===== src/rtl/uart_tx.sv =====
// uart_tx: 8N1 serial transmitter at DIV clocks/bit (8E1 when UART_TX_PARITY_EN is defined); tx/busy registered, tx drops on the accept edge.
// Backpressure: in_ready is high only in IDLE out of reset; in_valid is ignored while a frame is in flight.
module uart_tx #(
    parameter int DIV = 4
) (
    input  logic       clk,
    input  logic       rst,
    input  logic [7:0] in_data,
    input  logic       in_valid,
    output logic       in_ready,
    output logic       tx,
    output logic       busy
);

    localparam int TW = $clog2(DIV);
    localparam logic [TW-1:0] TMAX = TW'(DIV - 1);
    localparam logic [TW-1:0] TONE = TW'(1);

    typedef enum logic [2:0] {
        S_IDLE,
        S_START,
        S_DATA,
`ifdef UART_TX_PARITY_EN
        S_PARITY,
`endif
        S_STOP
    } state_t;

    state_t          r_state;
    state_t          w_state;
    logic [TW-1:0]   r_timer;
    logic [TW-1:0]   w_timer;
    logic [2:0]      r_idx;
    logic [2:0]      w_idx;
    logic [7:0]      r_data;
    logic [7:0]      w_data;
    logic            r_tx;
    logic            w_tx;
    logic            r_busy;
    logic            w_busy;
    logic            w_expire;

    assign w_expire = (r_timer == '0);
    assign in_ready = (r_state == S_IDLE) && !rst;
    assign tx       = r_tx;
    assign busy     = r_busy;

    always_ff @(posedge clk or posedge rst) begin
        if (rst) begin
            r_state <= S_IDLE;
            r_timer <= '0;
            r_idx   <= '0;
            r_data  <= '0;
            r_tx    <= 1'b1;
            r_busy  <= 1'b0;
        end else begin
            r_state <= w_state;
            r_timer <= w_timer;
            r_idx   <= w_idx;
            r_data  <= w_data;
            r_tx    <= w_tx;
            r_busy  <= w_busy;
        end
    end

    // Every transition also computes the next line level so tx is registered with no added latency.
    always_comb begin
        w_state = r_state;
        w_timer = r_timer;
        w_idx   = r_idx;
        w_data  = r_data;
        w_tx    = r_tx;
        w_busy  = r_busy;
        case (r_state)
            S_IDLE: begin
                w_tx   = 1'b1;
                w_busy = 1'b0;
                if (in_valid) begin
                    w_state = S_START;
                    w_data  = in_data;
                    w_timer = TMAX;
                    w_idx   = '0;
                    w_tx    = 1'b0;
                    w_busy  = 1'b1;
                end
            end
            S_START: begin
                if (w_expire) begin
                    w_state = S_DATA;
                    w_timer = TMAX;
                    w_tx    = r_data[0];
                end else begin
                    w_timer = r_timer - TONE;
                end
            end
            S_DATA: begin
                if (w_expire) begin
                    w_timer = TMAX;
                    if (r_idx == 3'd7) begin
`ifdef UART_TX_PARITY_EN
                        w_state = S_PARITY;
                        w_tx    = ^r_data;
`else
                        w_state = S_STOP;
                        w_tx    = 1'b1;
`endif
                    end else begin
                        w_idx = r_idx + 3'd1;
                        w_tx  = r_data[r_idx + 3'd1];
                    end
                end else begin
                    w_timer = r_timer - TONE;
                end
            end
`ifdef UART_TX_PARITY_EN
            S_PARITY: begin
                if (w_expire) begin
                    w_state = S_STOP;
                    w_timer = TMAX;
                    w_tx    = 1'b1;
                end else begin
                    w_timer = r_timer - TONE;
                end
            end
`endif
            S_STOP: begin
                w_tx = 1'b1;
                if (w_expire) begin
                    w_state = S_IDLE;
                    w_busy  = 1'b0;
                end else begin
                    w_timer = r_timer - TONE;
                end
            end
            default: begin
                w_state = S_IDLE;
                w_tx    = 1'b1;
                w_busy  = 1'b0;
            end
        endcase
    end

endmodule


===== config.mk =====
export PLATFORM = sky130hd
export DESIGN_NAME = uart_tx
export DESIGN_NICKNAME = d
export VERILOG_FILES = /design/src/rtl/uart_tx.sv
export SDC_FILE = /design/constraint.sdc
export NUM_CORES = 1
export LEC_CHECK = 0
export BUFFER_PORTS_ARGS = -buffer_cell sky130_fd_sc_hd__buf_2
export CAP_MARGIN = 20
export CELL_PAD_IN_SITES_DETAIL_PLACEMENT = 0
export CELL_PAD_IN_SITES_GLOBAL_PLACEMENT = 2
export CORE_ASPECT_RATIO = 1.1
export CORE_MARGIN = 2
export CORE_UTILIZATION = 33
export CTS_CLUSTER_DIAMETER = 100
export DETAILED_ROUTE_END_ITERATION = 12
export PLACE_DENSITY = 0.82
export SLEW_MARGIN = 5
export SYNTH_ARGS = -nofsm -noshare
export SYNTH_HDL_FRONTEND = slang
export SYNTH_SLANG_ARGS = --single-unit

===== constraint.sdc =====
create_clock -name clk -period 1.9 [get_ports clk]
set_input_delay 0.285 -clock clk [delete_from_list [all_inputs] [get_ports clk]]
set_output_delay 0.285 -clock clk [all_outputs]
set_load 0.01 [all_outputs]

# == After elaboration in Yosys (flattened, before gate mapping) ==
# Index checks and enable logic that the tools add are counted.
# op_classes
bitwise_logic,1
n_eq_ne,11
muxes,24
order_cmp,1
n_reduce_logical,13
add_sub_neg,2
# ops
op,n
$mux 3,8
$ne 2x2->1 const B,7
$pmux 3 s4,1
$mux 1,7
$eq 3x2->1 const B,2
$mux 2,3
$pmux 1 s3,2
$pmux 2 s3,1
$pmux 3 s2,1
$reduce_and 2->1,3
$reduce_and 5->1,1
$lt 3x4->1 const B,1
$reduce_and 4->1,1
$add 3x1->3 const B,1
$bmux 1 s3,1
$eq 3x1->1 const B,1
$eq 3x3->1 const B,1
$logic_not 3->1,1
$reduce_and 3->1,1
$reduce_bool 3->1,1
$logic_not 2->1,1
$reduce_bool 2->1,1
$reduce_or 2->1,1
$sub 2x1->2 const B,1
other kinds (3),3
# word_totals
word_cells,58
reg_bits,18
output_inout_bits,3
input_bits,11

# == Longest topological paths before layout ==
# Gate-level depths: netlist (run 1).
# logic_depth
depth_word,6
depth_mapped,6
depth_no_buf,6

# == Least setup slack after synthesis (run 1) ==
# OpenSTA, ideal clock, no wires.
# synth_timing
kind,register -> register
start,reg r_idx[0]
end,reg r_tx (netlist: tx)
arrival_time_ps,1909
path_buffers,0
path_stages_with_launch,7
setup_ps,84
required_ps,1816
slack_ps,-93
period_less_slack_ps,1993
cell_sequence,dfrtp_1 ha_1 ha_1 mux4_1 mux2_2 o221ai_2 o21ai_1
# synth_via
elab_chain_len,6
word_cells_on_any_way,7
classes_between,1 x add/sub; 1 x eq/ne; 5 x mux
# synth_lines
element,line_no,text
start: declaration,33,logic [2:0] r_idx;
start signal: assignment,59,r_idx <= w_idx;
$add 3x1->3,109,w_tx = r_data[r_idx + 3'd1];
$bmux 1 s3,109,
$mux 1 (implied by the code),109,
$mux 1 *,99,if (r_idx == 3'd7) begin
$mux 1 *,97,if (w_expire) begin
$pmux 1 s3 *,74,case (r_state)
end signal: assignment,61,r_tx <= w_tx;
end: declaration,37,logic r_tx;
# Every way passes the cells marked *; elsewhere a longest branch is shown, timed or not. The select of a mux whose other input is x is not followed.
# A chain may end at the register's enable or synchronous reset.

# == Final worst setup path (run 1) ==
# layout_timing
start,reg r_idx[1]
end,reg r_tx (netlist: tx)
# Same word-level chain as after synthesis.

==> results of run 1 <==
## cells by family (layout without fill, tap and decap cells)
logic type | after synthesis | in the layout | share of synthesized area
adders and majority gates | 8 | 8 | 0.1071
buffers and inverters | 6 | 30 | 0.02409
muxes | 13 | 13 | 0.1888
AOI/OAI and AO/OA | 17 | 17 | 0.1312
DFF | 17 | 17 | 0.4565
and+or+nand+nor | 17 | 17 | 0.09238
## sequential cells by signal, indices dropped and copies added, names as in the netlist
| signal | count |
|---|---|
| r_timer | 2 |
| r_data | 8 |
| tx | 1 |
| busy | 1 |
| r_state | 2 |
| r_idx | 3 |
## worst reg2reg max path: cells and delay by family (launching register included)
family                   cells  cell delay (ns)
flip-flops                   1             0.40
multiplexers                 2             0.76
AO/OA/AOI/OAI                2             0.20
adder cells (fa/ha/maj)      2             0.48
## per-stage QoR
stage	setup WS (ns)	power, mW	utilization	area [µm²]	hold slack [ns]
3_3_place_gp	0.03590	1.697	0.3982	1086	0.4147
4_1_cts	0.004295	1.968	0.4165	1136	0.09236
5_1_grt	-0.08191	2.150	0.4174	1139	0.09740
2_1_floorplan	0.01750	1.462	-	949.7	0.2103
6_report	0.007492	1.948	0.4174	1139	0.07814
3_5_place_dp	-0.007251	1.732	0.3982	1086	0.4260
## where the power goes
part           switching, mW  internal [mW]  total [mW]
combinational          0.492          0.598        1.09
clock                  0.115         0.0783       0.193
sequential             0.112          0.552       0.665
total                  0.719           1.23        1.95
## worst paths after layout
| kind | startpoint | end | depth (start not counted) |
|---|---|---|---|
| worst max-delay path | r_idx[1]$_DFFE_PP0P_ | tx$_DFFE_PP1P_ | 6 |
| min in group clk | in_data[6] | r_data[6]$_DFFE_PP0P_ | 2 |
| worst min register to register | r_data[6]$_DFFE_PP0P_ | r_data[6]$_DFFE_PP0P_ | 1 |
| max in group asynchronous | rst | r_idx[1]$_DFFE_PP0P_ | 2 |
| worst min-delay path | rst | r_data[5]$_DFFE_PP0P_ | 2 |
| worst max register to register | r_idx[1]$_DFFE_PP0P_ | tx$_DFFE_PP1P_ | 6 |
## repair_timing
action	CTS	global route
setup endpoints to repair	1	2
buffers inserted	3	0
pin swaps	2	1
resized for setup	0	1
## metal layers
layer | share of wire | track usage | vias up
li1 | - | - | 335
met1 | 0.45 | 0.1638 | 331
met5 | 0 | 0 | -
met3 | 0.035 | 0.01500 | 4
met4 | 0.016 | 0.06429 | 0
met2 | 0.50 | 0.2160 | 13
## synth_stat cells
library cell	instances
a21oi_1	4
dfstp_2	1
o221ai_2	1
mux4_1	2
nor2b_1	3
inv_1	6
nand2_1	2
ha_1	8
or4_1	1
nor2_1	5
nor3_1	3
a22o_1	4
mux2_2	11
o21ai_0	4
dfrtp_1	16
o32a_1	1
a22o_2	1
nand2b_1	2
or2_2	1
o31ai_1	1
o21ai_1	1
## layout make-up
class	count	area, µm²	share of cell area
Timing Repair Buffer	20	117.6	0.1033
Clock buffer	3	22.52	0.01978
Tap cell	33	41.29	0.03626
Clock inverter	1	5.005	0.004396
Inverter	6	22.52	0.01978
Multi-Input combinational cell	55	503.0	0.4418
Sequential cell	17	426.7	0.3747
==> impl_metrics.csv, run 1 <==
group,metric,value,unit
critical_path,cp-start-kind,"flop",
detailed_routing,first_iter_violations,14,
sta,rsz0062_at_grt,"yes",
critical_path,crit_chain,"ha_2 > ha_4 > mux4_2 > mux2_4 > o221ai_2 > o21ai_1",
logic_synthesis,yosysWarningCount,0,
sta,setup_viol,0,
detailed_routing,wirelength,1699,µm
placement,placed_cells,128,
critical_path,critPathKind,"reg -> reg",
global_routing,grt_overflow,0,
clock_tree,clk_latency,0.29,ns
logic_synthesis,synth_fp_nets,97,
die,start_util,0.3427,
logic_synthesis,synth_top_area_cell,"dfrtp_1",
critical_path,crit_buf_inv,0,
detailed_routing,wl_per_cell,12.59,µm
clock_tree,clk_root_buffer_cell,"clkbuf_4",
die,coreArea,2728,µm²
critical_path,cp_slowest_cell,"mux4_2",
global_routing,grt.total_usage,0.1302,
critical_path,worstPathMaxFanout,2,
die,die-width,54.74,µm
die,ios,14,
global_routing,grt_start_max_net_pins,18,
logic_synthesis,synth_top_cell_area_share,0.4284,
clock_tree,cts.clk_slew.worst_paths,0.10,ns
placement,dp_hpwl,1352,µm
clock_tree,cts_buffers,3,
critical_path,slowest_delay,0.48,ns
sta,worstMarginPinSlew,0.6476,ns
job,max_cap_violations,0,
cells_and_area,layout-drive-gt1-share,0.4216,
sta,finalHoldViolations,0,
placement,place.gp.congestion,0.7304,
logic_synthesis,avgSynthCellArea,11.98,µm²
global_routing,antenna_found_initial,0,
logic_synthesis,seq_area_frac_synth,0.4565,
sta,fin_crit,1.893,ns
detailed_routing,first_pass_iters,3,
cells_and_area,final_nets,122,
cells_and_area,antenna_cells,0,
clock_tree,postCtsHoldBufs,0,
cells_and_area,stdcell_count,135,
clock_tree,h-tree-depth,1,
sta,setup_tns,0,ns
global_routing,first_global_vias,734,
critical_path,worstPathArrival,2.12,ns
cells_and_area,final_common_cell,"dfrtp_1",
critical_path,r2r_slack,0.007,ns
sta,slew_viol_final,0,
status,status,"completed",
placement,portBuffers,13,
critical_path,worstPathRequired,2.12,ns
cells_and_area,num-fill-cells,271,
cells_and_area,layout-area-overhead-vs-synth,21.82,%
pwr,power.density,1711,nW/µm²
clock_tree,cts_sinks,17,
die,die_area,3274,µm²
cells_and_area,layout_common_cells,"dfrtp_1 (16), buf_2 (13), mux2_2 (10), buf_4 (7)",
min_path,hp-class,"in -> async",
critical_path,critical_path.top_delay_family,"multiplexers",
logic_synthesis,synth_area,934.6,µm²
logic_synthesis,ys_top_cells_by_area,"dfrtp_1 (43%), mux2_2 (13%), ha_1 (11%), mux4_1 (5.6%), a22o_1 (3.7%)",
detailed_routing,drtAntennaViolNets,0,
sta,finClkSkew,0.0002855,ns
die,die_h,59.82,µm
clock_tree,ctsLongestPathBuffers,2,
sta,timing.fmax,0.5284,GHz
detailed_routing,viasPerCell,5.059,
logic_synthesis,netlist_instances,78,
sta,period_share,0.9961,
logic_synthesis,ys_seq_elements,17,
pwr,ir_worst_vdd,825.4,µV
logic_synthesis,synthDistinctLibCells,21,
sta,maxSlewHeadroom,0.5678,
critical_path,end_kind,"flop",
die,row_count,20,
detailed_routing,drc,0,
detailed_routing,vias,683,
global_routing,grt_pass1_wl,3105,µm
clock_tree,cts_tree,"yes",
pwr,p_leak,0.5369,nW
No activity file was read; power rests on OpenSTA's default activity.
==> run 2, diff against run 1 <==
==> config.mk (replaced) <==
export PLATFORM = sky130hd
export DESIGN_NAME = uart_tx
export DESIGN_NICKNAME = d
export VERILOG_FILES = /design/src/rtl/uart_tx.sv
export SDC_FILE = /design/constraint.sdc
export NUM_CORES = 1
export LEC_CHECK = 0
export CAP_MARGIN = 20
export CELL_PAD_IN_SITES_DETAIL_PLACEMENT = 0
export CELL_PAD_IN_SITES_GLOBAL_PLACEMENT = 2
export CORE_ASPECT_RATIO = 1.1
export CORE_MARGIN = 2
export CORE_UTILIZATION = 36
export CTS_CLUSTER_DIAMETER = 100
export DETAILED_ROUTE_END_ITERATION = 12
export DONT_BUFFER_PORTS = 1
export PLACE_DENSITY = 0.81
export SLEW_MARGIN = 5
export SYNTH_ARGS = -nofsm -noshare
export SYNTH_HDL_FRONTEND = slang
export SYNTH_SLANG_ARGS = --single-unit
==> run 2 against run 1 <==
  * Clock power increased by 7%
  * Critical path depth unchanged
  * Cell count decreased by 10%
  * Register-to-register slack about the same
  * First-iteration DRC count decreased by 7.1%
  * Critical path type unchanged
==> impl_metrics.csv, run 2 (synthesis gave the netlist of run 1 again) <==
group,metric,value,unit
status,status,"completed",
sta,worstMarginPinSlew,0.6556,ns
sta,setup_viol,0,
placement,place.gp.congestion,0.7517,
cells_and_area,stdcell_count,121,
global_routing,use_met1,0.1872,
critical_path,critPathKind,"reg -> reg",
sta,period_share,0.9947,
cells_and_area,largest_register_ffs,8,
critical_path,worstPathArrival,2.13,ns
min_path,hp-class,"in -> reg",
pwr,seq_power_share,0.346,
pwr,p_int,1.218,mW
pwr,ir_worst_vdd,890.0,µV
die,ios,14,
pwr,total_switching_power,0.7467,mW
die,die_h,57.44,µm
critical_path,worstPathMaxFanout,3,
critical_path,r2r_end,"tx$_DFFE_PP1P_",
critical_path,r2r_slack,0.01,ns
cells_and_area,reg_top3,"r_data: 8 flops, r_idx: 3 flops",
clock_tree,cts_tree,"yes",
pwr,power.density,1813,nW/µm²
clock_tree,clk_latency,0.30,ns
die,start_util,0.3780,
sta,slew_viol_final,0,
detailed_routing,drc,0,
critical_path,worstPathRequired,2.14,ns
detailed_routing,vias,640,
clock_tree,ctsLongestPathBuffers,2,
global_routing,grt.total_usage,0.1332,
detailed_routing,wirelength,1740,µm
critical_path,end_kind,"flop",
cells_and_area,layout-drive-gt1-share,0.3333,
detailed_routing,drtAntennaViolNets,0,
cells_and_area,layout-area-overhead-vs-synth,15.93,%
sta,finClkSkew,0.004738,ns
pwr,pwr-share-comb,0.549,
critical_path,r2r_cells,6,
pwr,switching_share,0.3801,
detailed_routing,viasPerCell,5.289,
detailed_routing,first_iter_violations,13,
placement,dp_slack,0.01572,ns
die,coreArea,2472,µm²
sta,holdWs,0.1177,ns
clock_tree,cts_sinks,17,
clock_tree,cts.clk_slew.worst_paths,0.11,ns
critical_path,startpoint,"r_idx[1]$_DFFE_PP0P_",
sta,fin_crit,1.890,ns
cells_and_area,antenna_cells,0,
critical_path,r2r_start,"r_idx[1]$_DFFE_PP0P_",
global_routing,busiest_layer,"met2",
die,die-width,52.58,µm
clock_tree,cts_buffers,3,
cells_and_area,layout_common_cells,"dfrtp_1 (16), mux2_2 (10), buf_4 (7), inv_1 (6), ha_1 (6)",
sta,worst_slack,0.01004,ns
die,die_area,3020,µm²
job,max_cap_violations,0,
cells_and_area,regMostFlops,"r_data",
clock_tree,clk_root_buffer_cell,"clkbuf_4",
global_routing,grt_start_max_net_pins,18,
placement,dp_hpwl,1322,µm
critical_path,cp-start-kind,"flop",
global_routing,grt_util_met2,0.2018,
detailed_routing,first_pass_iters,3,
sta,timing.fmax,0.5291,GHz
sta,maxSlewHeadroom,0.5625,
global_routing,first_global_vias,674,
clock_tree,h-tree-depth,1,
global_routing,grt_pass1_wl,2994,µm
global_routing,antenna_found_initial,0,
cells_and_area,final_common_cell,"dfrtp_1",
placement,portBuffers,0,
placement,placed_cells,114,
min_path,whs_path_depth,1,
sta,rsz0062_at_grt,"yes",
detailed_routing,wl_per_cell,14.38,µm
global_routing,grt_overflow,0,
sta,finalHoldViolations,0,
critical_path,endpoint,"tx$_DFFE_PP1P_",
global_routing,grtUsageMet3,0.01571,
pwr,clkPwrFrac,0.105,
die,row_count,19,
cells_and_area,final_nets,110,
pwr,p_leak,0.4880,nW
==> run 2: cell types whose count changed in the layout (fill, tap and decap cells not counted) <==
cell and delta:
nor2b_1 +1, nor2b_2 -1, buf_2 -13, dlygate4sd3_1 +1
nor3_1 -1, nor3_2 +1
==> run 2: how the worst min path moves through the flow <==
stage	from	to	slack [ns]
floorplan	rst	busy$_DFFE_PP0P_	0.21
CTS	in_data[0]	r_data[0]$_DFFE_PP0P_	0.11
finish	in_data[0]	r_data[0]$_DFFE_PP0P_	0.12
global placement	rst	busy$_DFFE_PP0P_	0.30
detailed placement	rst	r_state[1]$_DFFE_PP0P_	0.30
global route	in_data[3]	r_data[3]$_DFFE_PP0P_	0.10
==> run 2: routing by layer <==
layer | up-vias | part of all wire | wire [µm]
met5 | - | 0 | 0
met4 | 0 | 0.020 | 34
met3 | 4 | 0.031 | 54
met2 | 10 | 0.49 | 844
met1 | 312 | 0.46 | 807
li1 | 314 | - | -
==> run 2: timing repair <==
item                                    CTS  global route
hold buffers                              1             0
setup buffers                             1             1
hold endpoints to repair                 16             0
resized for setup                         0             1
endpoints found under the setup margin    1             2
==> run 2: through the flow <==
step	cell area [µm²]	setup TNS [ns]	utilization	power, mW
CTS	1071	0	0.4332	1.946
global placement	1026	0	0.4150	1.702
finish	1084	0	0.4383	1.964
global route	1084	-0.06244	0.4383	2.145
detailed placement	1026	0	0.4150	1.724
floorplan	949.7	0	-	1.462
==> run 2: layout make-up <==
class	instances	area (µm²)
timing repair buffer	8	62.56
inverter	6	22.52
fill	247	1389
sequential	17	426.7
multi-input combinational	55	505.5
clock inverter	1	5.005
tap	31	38.79
clock buffer	3	22.52
==> run 2: worst max-delay path, cell delays in order (launching register included) <==
cell	delay, ns
dfrtp_1	0.40
ha_2	0.20
ha_4	0.28
mux4_2	0.48
mux2_4	0.27
o221ai_2	0.12
o21ai_1	0.08
==> run 2: power groups by stage <==
stage          clock [mW]  sequential, mW  combinational [mW]
2_1_floorplan           0           0.655               0.808
3_3_place_gp            0           0.684                1.02
3_5_place_dp            0           0.691                1.03
4_1_cts             0.211           0.681                1.05
5_1_grt             0.230           0.710                1.21
6_report            0.207           0.679                1.08
==> run 3, diff against run 2 <==
--- a/config.mk
+++ b/config.mk
@@ -10,11 +10,12 @@
 export CELL_PAD_IN_SITES_GLOBAL_PLACEMENT = 2
 export CORE_ASPECT_RATIO = 1.1
 export CORE_MARGIN = 2
-export CORE_UTILIZATION = 36
+export CORE_UTILIZATION = 38
+export CTS_BUF_LIST = sky130_fd_sc_hd__clkbuf_8
 export CTS_CLUSTER_DIAMETER = 100
 export DETAILED_ROUTE_END_ITERATION = 12
 export DONT_BUFFER_PORTS = 1
-export PLACE_DENSITY = 0.81
+export PLACE_DENSITY = 0.84
 export SLEW_MARGIN = 5
 export SYNTH_ARGS = -nofsm -noshare
 export SYNTH_HDL_FRONTEND = slang
==> run 3 against run 2 <==
  * Die area fell by 4.9%
  * Clock power rose by 33%
  * Combinational power down 6%
  * Sequential cell count is the same
  * The run now ends with negative hold slack left
  * Cell count decreased by 3.3%
  * Critical path depth is the same
==> impl_metrics.csv, run 3 (synthesis gave the netlist of run 1 again) <==
group,metric,value,unit
cells_and_area,stdcell_count,117,
critical_path,slowest_delay,0.48,ns
detailed_routing,wl_per_cell,13.85,µm
min_path,hp-class,"in -> async",
cells_and_area,layout_common_cells,"dfrtp_1 (16), mux2_2 (10), inv_1 (6), ha_1 (6)",
sta,maxSlewHeadroom,0.5771,
critical_path,critPathKind,"reg -> reg",
status,status,"finished with violations",
critical_path,cp_slowest_cell,"mux4_2",
placement,place.gp.congestion,0.7084,
sta,rsz0062_at_grt,"yes",
die,ios,14,
cells_and_area,layout-drive-gt1-share,0.3333,
die,coreArea,2297,µm²
pwr,p_int,1.260,mW
pwr,seq_power_share,0.346,
pwr,clkPwrFrac,0.139,
critical_path,worstPathRequired,2.09,ns
global_routing,grt_overflow,0,
sta,fin_crit,1.881,ns
sta,period_share,0.9902,
critical_path,end_kind,"flop",
die,die-width,51.29,µm
critical_path,r2r_start,"r_idx[1]$_DFFE_PP0P_",
clock_tree,h-tree-depth,1,
cells_and_area,num-fill-cells,215,
critical_path,worstPathMaxFanout,3,
critical_path,r2r_end,"tx$_DFFE_PP1P_",
pwr,ir_worst_vdd,861.8,µV
cells_and_area,fin_util,0.4695,
clock_tree,cts_buffers,3,
sta,slew_viol_final,0,
sta,finalHoldViolations,16,
detailed_routing,maxUsedRoutingLayer,"met4",
placement,portBuffers,0,
sta,setup_viol,0,
detailed_routing,viasPerCell,5.291,
critical_path,cp-start-kind,"flop",
status,violations,"negative hold slack",
sta,holdWs,-0.01547,ns
detailed_routing,wirelength,1620,µm
pwr,power.density,1834,nW/µm²
clock_tree,ctsLongestPathBuffers,2,
detailed_routing,wl_met2,746,µm
cells_and_area,final_common_cell,"dfrtp_1",
placement,dp_slack,0.01310,ns
global_routing,grt_pass1_wl,2829,µm
pwr,total_switching_power,0.7189,mW
cells_and_area,final_nets,107,
die,start_util,0.4069,
detailed_routing,drtAntennaViolNets,0,
global_routing,first_global_vias,657,
critical_path,startpoint,"r_idx[1]$_DFFE_PP0P_",
sta,worstMarginPinSlew,0.6336,ns
sta,setup_tns,0,ns
die,die_h,56.02,µm
critical_path,r2r_slack,0.02,ns
global_routing,grt.total_usage,0.1349,
clock_tree,cts_sinks,17,
cells_and_area,reg_top3,"r_data: 8 flops, r_idx: 3 flops",
clock_tree,cts.clk_slew.worst_paths,0.07,ns
clock_tree,clk_root_buffer_cell,"clkbuf_8",
critical_path,r2r_cells,6,
detailed_routing,vias,619,
sta,worst_slack,0.01867,ns
cells_and_area,multi_input_area,508.0,µm²
cells_and_area,post-route-cell-area,1079,µm²
placement,dp_hpwl,1281,µm
pwr,p_leak,0.4818,nW
cells_and_area,regMostFlops,"r_data",
pwr,pwr-share-comb,0.515,
placement,place_area,1017,µm²
detailed_routing,wl_met1,727,µm
critical_path,worstPathArrival,2.07,ns
cells_and_area,largest_register_ffs,8,
detailed_routing,routed-wl-met3,107,µm
pwr,switching_share,0.3634,
global_routing,antenna_found_initial,0,
clock_tree,cts_tree,"yes",
cells_and_area,antenna_cells,0,
die,row_count,18,
detailed_routing,first_pass_iters,4,
die,die_area,2873,µm²
sta,finClkSkew,0.003685,ns
global_routing,grt_start_max_net_pins,18,
job,max_cap_violations,0,
pwr,p_total,1.978,mW
critical_path,crit_chain,"ha_2 > ha_4 > mux4_2 > mux2_4 > o221ai_2 > o21ai_1",
clock_tree,clk_latency,0.26,ns
cells_and_area,layout-area-overhead-vs-synth,15.39,%
detailed_routing,drc,0,
sta,timing.fmax,0.5315,GHz
detailed_routing,first_iter_violations,6,
cells_and_area,final-seq-area,426.7,µm²
placement,placed_cells,112,
## run 3: cell count changes in the layout (fill, tap and decap cells not counted)
cell and change:
buf_4 -2, nor2b_2 +1, clkbuf_4 -3, clkbuf_8 +3
dlygate4sd3_1 -1, nor2b_1 -1
## run 3: routing by layer
layer | vias to the layer above | global-route usage
met2 | 16 | 0.2041
met5 | - | 0
met3 | 2 | 0.04301
met1 | 298 | 0.1712
met4 | 0 | 0.06767
li1 | 303 | -
## run 3: power by group through the flow
stage	registers [mW]	logic, mW	clock network, mW
global placement	0.686	0.989	0
global route	0.713	1.17	0.304
floorplan	0.655	0.808	0
CTS	0.690	0.999	0.293
finish	0.685	1.02	0.275
detailed placement	0.696	0.995	0
## run 3: area by class of cell
type,count,share of cell area
Clock inverter,1,0.004640
Inverter,6,0.02088
Clock buffer,3,0.03828
Timing Repair Buffer,5,0.03480
Tap cell,30,0.03480
Sequential cell,17,0.3956
Multi-Input combinational cell,55,0.4710
## run 3: worst max path at each step
| stage | to | cells past startpoint |
|---|---|---|
| after CTS | tx$_DFFE_PP1P_ | 6 |
| after global placement | tx$_DFFE_PP1P_ | 6 |
| final | tx$_DFFE_PP1P_ | 6 |
| after detailed placement | tx$_DFFE_PP1P_ | 6 |
| after global routing | tx$_DFFE_PP1P_ | 6 |
| after floorplan | tx$_DFFE_PP1P_ | 6 |
## run 3: worst max-delay path: cells and delay by family, from the launching register on
family	cells	cell delay [ns]
DFF	1	0.39
adders and majority gates	2	0.48
AOI/OAI and AO/OA	2	0.20
muxes	2	0.75
## run 3: what timing repair did
action / 4_1_cts / 5_1_grt
hold buffers: 0 / 0
setup endpoints to repair: 0 / 3
setup buffers: 0 / 1
gates resized for setup: 0 / 2
